**config.mk**
```make
export PLATFORM = sky130hd
export DESIGN_NAME = bayes_score_argmax
export DESIGN_NICKNAME = d
export VERILOG_FILES = /design/src/rtl/bayes_pkg.sv /design/src/rtl/bayes_argmax_tracker.sv /design/src/rtl/bayes_score_argmax.sv
export SDC_FILE = /design/constraint.sdc
export NUM_CORES = 1
export LEC_CHECK = 0
export ABC_AREA = 1
export CAP_MARGIN = 10
export CORE_ASPECT_RATIO = 2
export CORE_UTILIZATION = 30
export CTS_CLUSTER_SIZE = 10
export DETAILED_ROUTE_END_ITERATION = 7
export GPL_ROUTABILITY_DRIVEN = 0
export PLACE_DENSITY = 0.58
export SLEW_MARGIN = 20
export SYNTH_ARGS = -nofsm -noshare
export SYNTH_HDL_FRONTEND = slang
export SYNTH_SLANG_ARGS = --single-unit
```
**constraint.sdc**
```tcl
create_clock -name clk -period 5.9 [get_ports clk]
set_input_delay 0.59 -clock clk [delete_from_list [all_inputs] [get_ports clk]]
set_output_delay 0.59 -clock clk [all_outputs]
set_load 0.02 [all_outputs]
```
**src/rtl/bayes_pkg.sv**
```systemverilog
// Shared constants and stream-state encoding for the Bayes classifier datapath.
// The index generator imports the same enum so the beat order is defined once.
package bayes_pkg;

    localparam int NUM_CLASS    = 10;
    localparam int NUM_ATTR     = 784;
    localparam int SENTINEL_IDX = 800;
    localparam int TERM_W       = 16;
    localparam int ACC_W        = 26;
    localparam int CIDX_W       = 4;
    localparam int AIDX_W       = 10;

    typedef enum logic [1:0] {
        ST_IDLE  = 2'd0,
        ST_ACCUM = 2'd1,
        ST_DONE  = 2'd2
    } state_e;

endpackage

```
**src/rtl/bayes_argmax_tracker.sv**
```systemverilog
// Running argmax over per-class totals. Class 0 always seeds the best value;
// later classes replace it only on a strictly greater signed total.
module bayes_argmax_tracker
    import bayes_pkg::*;
#(
    parameter int ACC_W  = bayes_pkg::ACC_W,
    parameter int CIDX_W = bayes_pkg::CIDX_W
) (
    input  logic                    clk,
    input  logic                    rst,
    input  logic                    clr_i,
    input  logic                    upd_i,
    input  logic [CIDX_W-1:0]       cls_i,
    input  logic signed [ACC_W-1:0] total_i,
    output logic [CIDX_W-1:0]       best_class_o,
    output logic signed [ACC_W-1:0] best_score_o
);

    logic [CIDX_W-1:0]       best_class_q, best_class_d;
    logic signed [ACC_W-1:0] best_score_q, best_score_d;
    logic                    take;

    assign take = upd_i && ((cls_i == '0) || (total_i > best_score_q));

    always_comb begin
        best_class_d = best_class_q;
        best_score_d = best_score_q;
        if (clr_i) begin
            best_class_d = '0;
            best_score_d = '0;
        end else if (take) begin
            best_class_d = cls_i;
            best_score_d = total_i;
        end
    end

    always_ff @(posedge clk) begin
        if (rst) begin
            best_class_q <= '0;
            best_score_q <= '0;
        end else begin
            best_class_q <= best_class_d;
            best_score_q <= best_score_d;
        end
    end

    assign best_class_o = best_class_q;
    assign best_score_o = best_score_q;

endmodule

```
**src/rtl/bayes_score_argmax.sv**
```systemverilog
// Sequence-checks the (class, attribute) term stream, accumulates per-class
// scores and reports the winning class once per image.
module bayes_score_argmax
    import bayes_pkg::*;
#(
    parameter int NUM_CLASS = bayes_pkg::NUM_CLASS,
    parameter int NUM_ATTR  = bayes_pkg::NUM_ATTR,
    parameter int TERM_W    = bayes_pkg::TERM_W,
    parameter int ACC_W     = bayes_pkg::ACC_W
) (
    input  logic                    clk,
    input  logic                    rst,
    input  logic                    start,
    input  logic                    in_valid,
    input  logic [3:0]              in_c_idx,
    input  logic [9:0]              in_attri_idx,
    input  logic [TERM_W-1:0]       in_term,
    output logic                    busy,
    output logic                    out_valid,
    output logic [3:0]              out_class,
    output logic signed [ACC_W-1:0] out_score,
    output logic                    err
);

    localparam logic [9:0] ATTR_LIM  = 10'(NUM_ATTR);
    localparam logic [9:0] LAST_ATTR = 10'(NUM_ATTR - 1);
    localparam logic [3:0] LAST_CLS  = 4'(NUM_CLASS - 1);

    state_e                  state_q, state_d;
    logic [3:0]              exp_c_q, exp_c_d;
    logic [9:0]              exp_a_q, exp_a_d;
    logic signed [ACC_W-1:0] acc_q, acc_d;
    logic                    err_q, err_d;
    logic [3:0]              out_class_q;
    logic signed [ACC_W-1:0] out_score_q;

    logic                    real_beat, match, trk_clr, trk_upd;
    logic signed [ACC_W-1:0] term_ext, sum;
    logic [3:0]              best_class;
    logic signed [ACC_W-1:0] best_score;

    assign term_ext  = {{(ACC_W-TERM_W){in_term[TERM_W-1]}}, in_term};
    assign sum       = ((exp_a_q == '0) ? '0 : acc_q) + term_ext;
    // Sentinel indices are idle slots in the generator's stream, not beats.
    assign real_beat = in_valid && (in_attri_idx < ATTR_LIM);
    assign match     = (in_c_idx == exp_c_q) && (in_attri_idx == exp_a_q);

    always_comb begin
        state_d = state_q;
        exp_c_d = exp_c_q;
        exp_a_d = exp_a_q;
        acc_d   = acc_q;
        err_d   = err_q;
        trk_clr = 1'b0;
        trk_upd = 1'b0;
        case (state_q)
            ST_ACCUM: begin
                if (real_beat) begin
                    if (!match) begin
                        err_d   = 1'b1;
                        state_d = ST_IDLE;
                    end else if (exp_a_q == LAST_ATTR) begin
                        trk_upd = 1'b1;
                        acc_d   = '0;
                        exp_a_d = '0;
                        exp_c_d = exp_c_q + 4'd1;
                        if (exp_c_q == LAST_CLS)
                            state_d = ST_DONE;
                    end else begin
                        acc_d   = sum;
                        exp_a_d = exp_a_q + 10'd1;
                    end
                end
            end
            ST_DONE:  state_d = ST_IDLE;
            default:  ;
        endcase
        // start overrides everything, including a final beat in the same cycle
        if (start) begin
            state_d = ST_ACCUM;
            exp_c_d = '0;
            exp_a_d = '0;
            acc_d   = '0;
            err_d   = 1'b0;
            trk_clr = 1'b1;
            trk_upd = 1'b0;
        end
    end

    always_ff @(posedge clk) begin
        if (rst) begin
            state_q     <= ST_IDLE;
            exp_c_q     <= '0;
            exp_a_q     <= '0;
            acc_q       <= '0;
            err_q       <= 1'b0;
            out_class_q <= '0;
            out_score_q <= '0;
        end else begin
            state_q <= state_d;
            exp_c_q <= exp_c_d;
            exp_a_q <= exp_a_d;
            acc_q   <= acc_d;
            err_q   <= err_d;
            if (state_q == ST_DONE) begin
                out_class_q <= best_class;
                out_score_q <= best_score;
            end
        end
    end

    bayes_argmax_tracker #(
        .ACC_W  (ACC_W),
        .CIDX_W (4)
    ) u_tracker (
        .clk          (clk),
        .rst          (rst),
        .clr_i        (trk_clr),
        .upd_i        (trk_upd),
        .cls_i        (exp_c_q),
        .total_i      (sum),
        .best_class_o (best_class),
        .best_score_o (best_score)
    );

    // Result is visible straight from the tracker in DONE and held afterwards.
    assign out_valid = (state_q == ST_DONE);
    assign out_class = out_valid ? best_class : out_class_q;
    assign out_score = out_valid ? best_score : out_score_q;
    assign busy      = (state_q == ST_ACCUM);
    assign err       = err_q;

endmodule

```
## Yosys cells after proc, flatten, opt, wreduce, memory -nomap -nowiden

Cells that the tools add are included.

| word-level totals | value |
|---|---|
| register bits | 103 |
| word-level logic and storage cells | 60 |

| cells by class | value |
|---|---|
| add/sub/neg operators | 3 |
| $lt $le $gt $ge | 2 |
| eq/ne operators | 12 |
| muxes and demuxes | 17 |
| bitwise logic cells | 1 |
| reductions and logical operators | 15 |

Operators by type and width:

| operator | number |
|---|---|
| $mux W26 | 3 |
| $add A26 B26 Y26 | 1 |
| $gt A26 B26 Y1 | 1 |
| $reduce_and A4 Y1 | 3 |
| $add A10 B1 Y10 const B | 1 |
| $eq A10 B10 Y1 | 1 |
| $eq A10 B10 Y1 const B | 1 |
| $logic_not A10 Y1 | 1 |
| $lt A10 B10 Y1 const B | 1 |
| $mux W10 | 1 |
| $ne A3 B2 Y1 const B | 3 |
| $mux W2 | 4 |
| $ne A4 B3 Y1 const B | 2 |
| $mux W1 | 7 |
| $reduce_and A3 Y1 | 2 |
| $add A4 B1 Y4 const B | 1 |
| $eq A4 B4 Y1 | 1 |
| $eq A4 B4 Y1 const B | 1 |
| $logic_not A4 Y1 | 1 |
| $mux W4 | 1 |
| $pmux W2 S2 | 1 |
| $reduce_or A2 Y1 | 2 |
| $logic_and A1 B1 Y1 | 3 |
| $reduce_bool A3 Y1 | 1 |
| other kinds (6) | 6 |

## Depth between registers and ports, before layout

| depth | value |
|---|---|
| word-level depth | 7 |
| depth in mapped cells | 40 |
| mapped depth without buffers | 37 |

## Hierarchy

From an unflattened synthesis, not the netlist that was laid out.

| unflattened totals | value |
|---|---|
| cell total of the unflattened synthesis | 1,245 |
| area, all modules | 7,532.2 sq um |

Modules (own cells, without submodules):

| module | instances | cells an instance | area an instance (sq um) | sequential area each (sq um) |
|---|---|---|---|---|
| bayes_score_argmax | 1 | 911 | 5,395.2 | 1,461.4 |
| bayes_argmax_tracker | 1 | 334 | 2,137.0 | 600.6 |

## Worst setup path after synthesis

No wires, ideal clock.

| path | value |
|---|---|
| path kind | reg2reg |
| from | register exp_a_q[0] |
| to | register u_tracker.best_class_q[3], in the netlist u_tracker.best_class_o[3] |
| arrival time | 4.251 ns |
| required time | 5.785 ns |
| slack | 1.534 ns |
| stages on the path, launching flop included | 38 |
| path buffers | 3 |
| cell sequence | dfxtp_1 -> buf_4 -> inv_2 -> ha_1 -> nand2_1 -> nor3_1 -> nand2_1 -> inv_1 -> buf_1 -> nor2_1 -> ha_1 -> inv_1 -> fa_1 -> inv_1 -> nand2_1 -> a21oi_1 -> nand2_1 -> nand2_1 -> [... 2 more ...] -> nand2_1 -> nand2_1 -> nand2_1 -> nand2_1 -> inv_1 -> ha_1 -> nand2_1 -> nor2_1 -> nand4_1 -> nor2_1 -> nand2_1 -> nand3_1 -> nand3_1 -> nand2_1 -> clkbuf_1 -> nand3_1 -> nand2_1 -> nor2_1 |

RTL lines:

| what | RTL line | source |
|---|---|---|
| start, declared | bayes_score_argmax.sv:31 | `logic [9:0] exp_a_q, exp_a_d;` |
| start signal, assigned | bayes_score_argmax.sv:102 | `exp_a_q <= exp_a_d;` |
| $logic_not A10 Y1 | bayes_score_argmax.sv:43 | `assign sum = ((exp_a_q == '0) ? '0 : acc_q) + term_ext;` |
| $mux W26 | bayes_score_argmax.sv:43 |  |
| $add A26 B26 Y26 | bayes_score_argmax.sv:43 |  |
| named net sum[24] | bayes_score_argmax.sv:38 | `logic signed [ACC_W-1:0] term_ext, sum;` |
| $gt A26 B26 Y1 | bayes_argmax_tracker.sv:23 | `assign take = upd_i && ((cls_i == '0) \|\| (total_i > best_score_q));` |
| $logic_or A1 B1 Y1 | bayes_argmax_tracker.sv:23 |  |
| $logic_and A1 B1 Y1 | bayes_argmax_tracker.sv:23 |  |
| end signal, assigned | bayes_argmax_tracker.sv:42 | `best_class_q <= best_class_d;` |
| end, declared | bayes_argmax_tracker.sv:19 | `logic [CIDX_W-1:0] best_class_q, best_class_d;` |

The timed path passes the listed nets, and every way through them passes these cells.
A chain may end at the register's enable or synchronous reset.

## Worst setup path after layout

| path | value |
|---|---|
| from | register exp_a_q[1] |
| to | register u_tracker.best_score_q[7], in the netlist u_tracker.best_score_o[7] |

RTL lines:

| what | RTL line | source |
|---|---|---|
| $logic_not A10 Y1 | bayes_score_argmax.sv:43 |  |
| $mux W26 | bayes_score_argmax.sv:43 |  |
| $add A26 B26 Y26 | bayes_score_argmax.sv:43 |  |
| named net sum[24] | bayes_score_argmax.sv:38 |  |
| $gt A26 B26 Y1 | bayes_argmax_tracker.sv:23 |  |
| $logic_or A1 B1 Y1 | bayes_argmax_tracker.sv:23 |  |
| $logic_and A1 B1 Y1 | bayes_argmax_tracker.sv:23 |  |
| end signal, assigned | bayes_argmax_tracker.sv:43 | `best_score_q <= best_score_d;` |
| end, declared | bayes_argmax_tracker.sv:20 | `logic signed [ACC_W-1:0] best_score_q, best_score_d;` |

The timed path passes the listed nets, and every way through them passes these cells.

==> out/results.txt <==
final setup violation count -> 0
xor/xnor share of the synthesized area -> 0.0346
crit-path max FO -> 39
metal3 WL -> 480 um
most used cell, CP -> nand2_1
drt via density -> 4.74
Routed WL per cell -> 14.3 um
leakage -> 3.83 nW
Worst setup SP type -> flop
Critical Path Start -> exp_a_q[1]
Ant. Diodes -> 0
flop-to-flop setup slack -> 590 ps
top cell type by total area after synthesis -> dfxtp_1
CP max stage cell -> dfxtp_1
Layout fillers -> 2,508
Routed Antenna Nets -> 0
routed wl met2 -> 11.5 mm
DP HPWL -> 16.2 mm
sequential area share after synthesis -> 0.291
Syn Std Cell Area -> 0.00709 mm^2
vias after detailed routing -> 6,893
Max Fclk -> 0.188 GHz
Fin. Hold Viols -> 0
RSZ-0062 raised after global routing -> false
Die X -> 111 um
Slew HR -> 0.413
Post-synth EDFFs -> 0
Core Footprint -> 0.0232 mm^2
syn_nets -> 1,208
setup bufs post-CTS -> 0
max-cap viol count -> 0
total power per unit cell area -> 170 mW/mm^2
first-pass GRT wire length -> 33.2 mm
Least-Margin Pin Slew -> 880 ps
critical path class -> flop to flop
Synth Area in Simple Gates -> 0.329
Buffers on Ports -> 66
1st-pass router iterations -> 7
CP required -> 6150 ps
crit path capture type -> flop
TritonCTS clock tree -> done
fin crit period -> 5310 ps
num rows -> 79
end of the worst register-to-register path -> u_tracker.best_score_o[7]
Layout area overhead -> 16.6%
largest net degree at the start of global routing -> 61
Clk pin slew, worst setup/hold paths -> 70 ps
Routed WL -> 20.8 mm
most frequent cells after synthesis -> 263 x nand2_1, 185 x inv_1, 141 x nor2_1
max incr delay on CP -> 410 ps
nets -> 1,257
dominant synthesized flop cell -> dfxtp_1
Setup TNS -> 0 ps
Syn Area/Cell -> 6.34 um^2
Fin Clk Skew -> 8.99 ps
status -> finished, final reports clean
Top Metal Used -> met4
Area contributors post-synth -> dfxtp_1 29%, nand2_1 14%, ha_1 9.9%
Starting Density -> 0.305
adder-cell share of the synthesized area -> 0.102
clk buf depth -> 2
Slew Limit Fails -> 0
share of layout cells above drive strength 1 -> 0.0589
I/O pin count -> 67
TritonCTS sink count -> 103
period utilization -> 0.900
largest family of logic cells by synthesized area -> simple AND/OR/NAND/NOR gates
die area -> 0.0243 mm^2
post-synth top area share -> 0.291
Hold Path Class -> flop to flop
M1 WL -> 7.73 mm
cells on worst reg2reg path -> 36
synth unique cells -> 35
root buffer cell -> clkbuf_16
Ys Warns -> 0
vias in the first global route -> 6,868
flops & latches, synth -> 103
DRC -> 0
Worst-Skew Late Latency -> 360 ps
initial antenna violation count -> 0
post-synthesis mux area share -> 0
critical path arrival -> 5560 ps
global route overflow -> 0
Synth Area in Compound Gates -> 0.115
worst setup path end -> u_tracker.best_score_o[7]
Crit Reg-Reg Startpoint -> exp_a_q[1]
Min Hold Slack -> 466 ps
Total GRT Usage -> 0.175
Die Y-Extent -> 219 um
most common cell in the synthesized netlist -> nand2_1
violation count after the first detailed-route iteration -> 293
CTS buffer count -> 9
H-tree depth -> 3
Post-CTS Hold Fix Bufs -> 0
Mapped Cells -> 1,117
share of flip-flops with an asynchronous set or reset -> 0
Peak VDD IR -> 128 uV
per-layer routing:
metal / GRT usage / vias up
met5: 0 / -
met4: 0.110 / 0
met3: 0.0188 / 60
met2: 0.354 / 133
met1: 0.162 / 3104
li1: - / 3596
worst max-delay path: cells and delay by family (launching register included):
family / cells / cell delay, ps
and+or+nand+nor: 24 / 2630
adders and majority gates: 4 / 1060
buffers and inverters: 7 / 820
AOI/OAI and AO/OA: 1 / 250
DFF: 1 / 410
per-stage QoR:
step	cells	util	cell area [um^2]	total power, mW	worst slack (ps)
2_1_floorplan	1117	-	7090	0.794	1530
3_3_place_gp	1438	0.344	7980	0.854	417
3_5_place_dp	1438	0.344	7980	0.854	313
4_1_cts	1454	0.355	8250	1.42	270
5_1_grt	1454	0.356	8260	1.46	1.45
6_report	1454	0.356	8260	1.41	589
area by class of cell:
cell class / instances / area (um^2) / area share
multi-input cells: 788 / 4130 / 0.499
flip-flops and latches: 103 / 2060 / 0.250
repair buffers: 75 / 741 / 0.0897
inverters: 189 / 709 / 0.0859
well taps: 283 / 354 / 0.0429
clock buffers: 11 / 233 / 0.0282
clock inverters: 5 / 35.0 / 0.00424
cells in the final DEF (no fill, tap or decap), types with 22 or more instances in the layout:
cell             netlist  layout
nand2_1              263     262
inv_1                185     185
nor2_1               141     140
a21oi_1              106     105
dfxtp_1              103     102
nand3_1               70      70
clkdlybuf4s50_1        0      66
ha_1                  56      56
o21ai_0               43      43
or2_2                 32      32
xor2_1                22      22
kinds of logic after synthesis:
family | count (synthesis)
fa+ha+maj | 57
xor+xnor | 28
flops | 103
simple gates | 544
compound gates | 159
buf+inv | 226
power breakdown:
part           internal, mW  leakage (nW)  switching, mW
combinational        0.0558          2.87         0.0859
sequential            0.695         0.830       0.000531
clock                 0.287         0.129          0.282
total                  1.04          3.83          0.369
state kept, by name, summed over array words and instances, names as in the netlist:
name,cells
acc_q,26
out_score_q,26
u_tracker.best_score_o,26
exp_a_q,10
exp_c_q,4
out_class_q,4
u_tracker.best_class_o,4
state_q,2
err,1
how the worst min path moves through the flow:
stage / startpoint / endpoint / slack (ps) / cells past startpoint
floorplan: state_q[1] / state_q[1] / 440 / 2
global placement: acc_q[24] / acc_q[24] / 450 / 2
detailed placement: acc_q[6] / acc_q[6] / 460 / 2
CTS: acc_q[6] / acc_q[6] / 470 / 2
global route: acc_q[3] / acc_q[3] / 490 / 2
finish: acc_q[22] / acc_q[22] / 470 / 2
repair_timing:
item,CTS,global route
endpoints found under the setup margin,0,30
gates resized for setup,0,3
hold endpoints to repair,0,0
(Power assumes the default switching activity.)
